==> src/rtl/qracc_seq_ctrl.sv <==
// QR accelerator sequencer: streams weight rows into SRAM, settles the array, then runs x batches with ADC sampling.
// Writes take one cycle after each handshake; a stalled stream or SRAM holds everything in place.
module qracc_seq_ctrl #(
    parameter int numRows      = 128,
    parameter int numCols      = 32,
    parameter int xBits        = 2,
    parameter int numCfgBits   = 8,
    parameter int settleCycles = 5
) (
    input  logic                        clk,
    input  logic                        rst,
    input  logic                        start_i,
    input  logic [numCfgBits-1:0]       n_rows_i,
    input  logic [numCfgBits-1:0]       n_batches_i,
    input  logic                        wt_valid_i,
    output logic                        wt_ready_o,
    input  logic [numCols-1:0]          wt_data_i,
    input  logic                        x_valid_i,
    output logic                        x_ready_o,
    input  logic [numRows*xBits-1:0]    x_data_i,
    output logic                        rq_valid_o,
    output logic                        rq_wr_o,
    input  logic                        rq_ready_i,
    output logic [$clog2(numRows)-1:0]  addr_o,
    output logic [numCols-1:0]          wr_data_o,
    output logic                        mac_en_o,
    output logic [numRows*xBits-1:0]    x_data_o,
    output logic                        sample_o,
    output logic                        busy_o,
    output logic                        done_o
);
    localparam int AW = $clog2(numRows);
    localparam int RW = $clog2(numRows + 1);
    localparam int CMAX = (settleCycles > xBits) ? settleCycles : xBits;
    localparam int CW = $clog2(CMAX + 1);

    typedef enum logic [2:0] {IDLE, LOAD, SETTLE, MAC_WAIT, MAC_HOLD, DONE} state_e;

    state_e                     state_q, state_d;
    logic [AW-1:0]              addr_q, addr_d;
    logic [RW-1:0]              nrows_q, nrows_d;
    logic [numCfgBits-1:0]      nbat_q, nbat_d;
    logic [numCfgBits-1:0]      bcnt_q, bcnt_d;
    logic [CW-1:0]              cnt_q, cnt_d;
    logic                       rqv_q, rqv_d;
    logic [numCols-1:0]         wdat_q, wdat_d;
    logic [numRows*xBits-1:0]   xdat_q, xdat_d;
    logic [RW-1:0]              nrows_clamp;

    // Row counts beyond the array size are capped so the address never wraps.
    always_comb begin
        if (int'(n_rows_i) > numRows) nrows_clamp = RW'(numRows);
        else                          nrows_clamp = RW'(n_rows_i);
    end

    always_comb begin
        state_d    = state_q;
        addr_d     = addr_q;
        nrows_d    = nrows_q;
        nbat_d     = nbat_q;
        bcnt_d     = bcnt_q;
        cnt_d      = cnt_q;
        rqv_d      = rqv_q;
        wdat_d     = wdat_q;
        xdat_d     = xdat_q;
        wt_ready_o = 1'b0;
        x_ready_o  = 1'b0;
        mac_en_o   = 1'b0;
        sample_o   = 1'b0;
        done_o     = 1'b0;
        case (state_q)
            IDLE: begin
                if (start_i) begin
                    nrows_d = nrows_clamp;
                    nbat_d  = n_batches_i;
                    addr_d  = '0;
                    bcnt_d  = '0;
                    cnt_d   = '0;
                    state_d = (nrows_clamp == '0) ? SETTLE : LOAD;
                end
            end
            LOAD: begin
                wt_ready_o = !rqv_q;
                if (wt_valid_i && !rqv_q) begin
                    wdat_d = wt_data_i;
                    rqv_d  = 1'b1;
                end
                if (rqv_q && rq_ready_i) begin
                    rqv_d = 1'b0;
                    if (RW'(addr_q) + 1'b1 == nrows_q) begin
                        addr_d  = '0;
                        cnt_d   = '0;
                        state_d = SETTLE;
                    end else begin
                        addr_d = addr_q + 1'b1;
                    end
                end
            end
            SETTLE: begin
                mac_en_o = 1'b1;
                if (cnt_q == CW'(settleCycles - 1)) begin
                    cnt_d   = '0;
                    state_d = (nbat_q == '0) ? DONE : MAC_WAIT;
                end else begin
                    cnt_d = cnt_q + 1'b1;
                end
            end
            MAC_WAIT: begin
                mac_en_o  = 1'b1;
                x_ready_o = 1'b1;
                if (x_valid_i) begin
                    xdat_d  = x_data_i;
                    cnt_d   = '0;
                    state_d = MAC_HOLD;
                end
            end
            MAC_HOLD: begin
                mac_en_o = 1'b1;
                sample_o = 1'b1;
                if (cnt_q == CW'(xBits - 2)) begin
                    cnt_d   = '0;
                    bcnt_d  = bcnt_q + 1'b1;
                    state_d = (bcnt_q + 1'b1 == nbat_q) ? DONE : MAC_WAIT;
                end else begin
                    cnt_d = cnt_q + 1'b1;
                end
            end
            DONE: begin
                done_o  = 1'b1;
                state_d = IDLE;
            end
            default: state_d = IDLE;
        endcase
    end

    always_ff @(posedge clk or posedge rst) begin
        if (rst) begin
            state_q <= IDLE;
            addr_q  <= '0;
            nrows_q <= '0;
            nbat_q  <= '0;
            bcnt_q  <= '0;
            cnt_q   <= '0;
            rqv_q   <= 1'b0;
            wdat_q  <= '0;
            xdat_q  <= '0;
        end else begin
            state_q <= state_d;
            addr_q  <= addr_d;
            nrows_q <= nrows_d;
            nbat_q  <= nbat_d;
            bcnt_q  <= bcnt_d;
            cnt_q   <= cnt_d;
            rqv_q   <= rqv_d;
            wdat_q  <= wdat_d;
            xdat_q  <= xdat_d;
        end
    end

    assign busy_o     = (state_q != IDLE);
    assign rq_valid_o = rqv_q;
    assign rq_wr_o    = rqv_q;
    assign addr_o     = addr_q;
    assign wr_data_o  = wdat_q;
    assign x_data_o   = xdat_q;

endmodule

==> config.mk <==
export PLATFORM = sky130hd
export DESIGN_NAME = qracc_seq_ctrl
export DESIGN_NICKNAME = d
export VERILOG_FILES = /design/src/rtl/qracc_seq_ctrl.sv
export SDC_FILE = /design/constraint.sdc
export NUM_CORES = 1
export LEC_CHECK = 0
export CAP_MARGIN = 30
export CORE_AREA = 5 5 238 240
export DETAILED_ROUTE_END_ITERATION = 16
export DIE_AREA = 0 0 243 245
export PLACE_DENSITY_LB_ADDON = 0.1
export SYNTH_ARGS = -nofsm -noshare
export SYNTH_HDL_FRONTEND = slang
export SYNTH_SLANG_ARGS = --single-unit
==> constraint.sdc <==
create_clock -name clk -period 18.3 [get_ports clk]
set_input_delay 5.49 -clock clk [delete_from_list [all_inputs] [get_ports clk]]
set_output_delay 5.49 -clock clk [all_outputs]
set_load 0.02 [all_outputs]
Yosys cells after proc, flatten, opt, wreduce, memory -nomap -nowiden
Index checks and enable logic that the tools add are counted.
{ "totals": {"ff_bits": 326, "in_bits": 310, "output_inout_bits": 303, "wordCells": 81} }
{ "classes": {"n_addsub": 4, "order_cmp": 1, "eq_ne": 14, "muxes": 32, "reduce_logical": 21} }
{ "op_table": {"columns": ["cell", "count"], "rows": [
  ["two-way mux 3 bit", 14],
  ["case mux 3 bit (5 select lines)", 2],
  ["two-way mux 8 bit", 3],
  ["two-way mux 7 bit", 3],
  ["equality test 8 bit", 2],
  ["zero test 8 bit", 2],
  ["case mux 8 bit (2 select lines)", 1],
  ["case mux 7 bit (2 select lines)", 1],
  ["!= test 2 bit, second input constant", 6],
  ["equality test 3 bit, second input constant", 3],
  ["adder 7 x 1 -> 8 bit, second input constant", 1],
  ["adder 8 x 1 -> 8 bit, second input constant", 1],
  ["greater-than comparator 8 bit, second input constant", 1],
  ["AND reduction 2 bit", 4],
  ["adder 7 x 1 -> 7 bit, second input constant", 1],
  ["two-way mux 1 bit", 7],
  ["equality test 3 x 2 -> 1 bit, second input constant", 2],
  ["zero test 3 bit", 2],
  ["AND reduction 3 bit", 2],
  ["AND reduction 6 bit", 1],
  ["nonzero test 2 bit", 3],
  ["AND reduction 5 bit", 1],
  ["nonzero test 5 bit", 1],
  ["adder 3 x 1 -> 3 bit, second input constant", 1],
  ["6 further kinds", 7]
]} }

Longest topological paths before layout
{ "depth": {"ltp_word": 6, "mapped_depth": 8, "mapped_depth_nobuf": 7} }

Worst setup path before layout
OpenSTA, ideal clock, no wires.
{ "synth_timing": {"kind": "input -> register", "from": "input port x_valid_i", "to": "register xdat_q[54], in the netlist x_data_o[54]", "setup_ns": 0.125, "arrival_time_ns": 6.613, "t_required_ns": 18.175, "setup_slack_ns": 11.562, "stages": 4, "n_path_buf": 2, "cell_sequence": "nand2_1 > clkbuf_1 > clkbuf_1 > mux2_2"} }
{ "synth_via": {"elab_chain_cells": 1} }
{ "synth_rtl": {"columns": ["item", "line", "source"], "rows": [
  ["start, declared", "18", "input logic x_valid_i,"],
  ["AND reduction 2 bit (no line)", null, null],
  ["end signal, assigned", "156", "xdat_q <= xdat_d;"],
  ["end, declared", "47", "logic [numRows*xBits-1:0] xdat_q, xdat_d;"]
]} }
No other way between the ends.
A chain may end at the register's enable or synchronous reset.

Worst setup path in the final report
{ "layout_timing": {"from": "input port x_valid_i", "to": "register xdat_q[35], in the netlist x_data_o[35]"} }
The elaborated chain is that of the path after synthesis.

==> results.md <==
* Synth Area in Compound Gates at 0.0346
* Critical path type: in -> reg
* Reg2Reg Setup Slack at 14910 ps
* Area contributors post-synth: dfrtp_1 (63%), mux2_2 (26%), clkbuf_1 (1.0%)
* Crit path required time at 18730 ps
* Critical path peak fanout at 66
* Mapped Area at 0.0129 mm²
* PortBufs at 612
* Final hold vios at 0
* Post-synth EDFFs at 0
* Die height at 245 µm
* # DRC at 0
* Synth area leader: dfrtp_1
* Number of routed nets with antenna violations at 0
* # IOs at 613
* Syn avg cell area at 14.8 µm²
* Ys Warns at 0
* Placement row count at 86
* Initial antenna violation count at 8
* CTS sink cnt at 326
* Synthesized flop and latch total at 326
* Status: completed
* RSZ-0062 raised after global routing: false
* Starting Density at 0.237
* Vias in the first global route at 10500
* Crit path launch type: primary input
* Max Cap Viol at 0
* Hold worst-path end: bcnt_q[7]
* Placed Area at 0.0199 mm²
* Final core utilization at 0.392
* Root Driver: clkbuf_16
* Post-synth top area share at 0.631
* Drt wl/cell at 21.5 µm
* Area growth, synth to finish at 65.0%
* Full die area at 0.0595 mm²
* GRT Total Usage at 0.156
* CTS tree: yes
* CTS buffer count at 42
* Worst-skew pair later-pin latency at 560 ps
* Fin crit period at 7960 ps
* Setup Skew at 11.7 ps
* Synth Area in Adders at 0.00387
* Syn nets at 1185
* Combinational family with the most area after synthesis: multiplexers
* Layout Nets at 1810
* DRT iter0 DRCs at 304
* Final GP Congestion at 0.804
* Largest net degree at the start of global routing at 72
* # H-tree levels at 2
* Layout cells sized above 1 at 0.248
* Avg Vias per Cell at 4.24
* HP Class: reg -> reg
* Post-DP HPWL at 37.0 mm
* Cells after Synth at 871
* Vias at 9476
* Synth Area in XOR/XNOR at 0.0108
* Post-CTS Setup Inserts at 0
* Post-synthesis mux area share at 0.260
* Cell variety after synth at 52
* Worst reg-to-reg path cell count at 7
* Pwr/cell area at 189 mW/mm²
* RR Endpoint: x_data_o[35]
* Setup TNS at 0 ps
* CTS clk-pin slew, worst paths at 50 ps
* Asr flop ratio synth at 1.00
* Worst-margin pin slew at 895 ps
* Hold_sp: bcnt_q[7]
* Worst vdd ir at 0.0895 mV
* Worst Path Arrival at 8390 ps
* Slew HR at 0.403
* CTS max path bufs at 3
* Drt total wl at 48.0 mm
* Global-route wire length before repair at 70.2 mm
* Hold depth at 1
* Die width at 243 µm
* Final Max Slew Viols at 0
* Register area share after synthesis at 0.631
* Post-route cell area at 0.0213 mm²
* Reg2Reg Launch Point: state_q[2]
* # resized after CTS at 0
* Gr ovfl total at 0
* Lkg Pwr at 8.83 nW
* Critical path capture point type: flip-flop
* Final setup viols at 0
* Final Cycle Share at 0.435
* Core box area at 0.0544 mm²
* CTS Hold Bufs at 0
* Simple-gate area share of the yosys netlist at 0.0434
* Ys flop type: dfrtp_1
* Drt pass-1 iters at 4
* Fmax at 0.126 GHz
[how the worst max path moves through the flow]
stage	start	to	slack [ps]	cells after the start
2_1_floorplan	rst	addr_o[0]	3780	1
3_5_place_dp	x_valid_i	x_data_o[35]	9350	5
3_3_place_gp	x_valid_i	x_data_o[119]	9380	5
5_1_grt	x_valid_i	x_data_o[175]	10160	6
6_report	x_valid_i	x_data_o[35]	10340	6
4_1_cts	x_valid_i	x_data_o[35]	9950	5
[cell usage after synthesis, types with 4 or more instances]
library cell,instances
dfrtp_1,326
mux2_2,297
clkbuf_1,36
nand2_1,28
o21ai_0,21
nor2_1,19
nand2b_1,14
inv_1,12
nand3_1,12
xnor2_1,11
a21oi_1,10
nor2b_1,6
nor4_1,6
o31ai_1,5
xor2_1,5
and2_1,4
ha_1,4
[worst max-delay path, stage by stage]
cell             delay (ps)
clkdlybuf4s50_1         480
nand2_4                 640
buf_4                   310
buf_16                  310
buf_4                   620
mux2_2                  410
[sequential cells by signal (all words and copies together), names as in the netlist]
signal and cells:
addr_o 7, rq_valid_o 1, x_data_o 256, nrows_q 8, nbat_q 8, cnt_q 3, bcnt_q 8, state_q 3
wr_data_o 32
[cell usage in the layout, fill, tap and decap left out, drive strengths merged, types with 3 or more instances in the layout]
cell type and count:
and2 4, nor2b 6, inv 12, mux2 297, nand2 28, a21oi 10
ha 4, diode 4, and3 3, nor4 6, buf 12, nand3 12
o21ai 22, clkinv 8, nand2b 14, o211ai 3, o31ai 5, clkdlybuf4s50 612
a22o 3, xnor2 11, a221o 3, xor2 5, clkbuf 64, dfrtp 326
nor2 20
[through the flow]
step | worst slack, ps | instances | hold WS (ps) | power, mW
4_1_cts | 9950 | 2229 | 502 | 4.12
3_3_place_gp | 9380 | 2152 | 485 | 3.24
6_report | 10340 | 2234 | 496 | 4.04
5_1_grt | 10160 | 2232 | 509 | 4.27
3_5_place_dp | 9350 | 2155 | 491 | 3.26
2_1_floorplan | 3780 | 871 | 469 | 2.26
[layer usage]
| metal | global-route usage | up-vias | part of all wire |
|---|---|---|---|
| met5 | 0 | - | 0.00083 |
| li1 | - | 4344 | - |
| met2 | 0.278 | 375 | 0.51 |
| met1 | 0.163 | 4683 | 0.35 |
| met3 | 0.0755 | 68 | 0.11 |
| met4 | 0.0482 | 6 | 0.022 |
[final cells by class]
type | instances | area, µm²
sequential | 326 | 8160
clock inverter | 10 | 126
antenna | 4 | 10.0
timing repair buffer | 624 | 6290
multi-input combinational | 490 | 4560
inverter | 12 | 52.6
tap | 704 | 881
clock buffer | 64 | 1250
fill | 5211 | 33100
[cell families after synthesis]
group,count (synthesis)
flip-flops,326
multiplexers,298
AND/OR/NAND/NOR,108
AO/OA/AOI/OAI,64
buffers and inverters,55
XOR/XNOR,16
adder cells (fa/ha/maj),4
[report_power, final]
group	total, mW	leakage [nW]	internal, mW	switching (mW)
logic	1.93	4.23	1.00	0.926
registers	1.29	3.92	1.08	0.210
clock network	0.819	0.681	0.500	0.318
No activity file was read; power rests on OpenSTA's default activity.
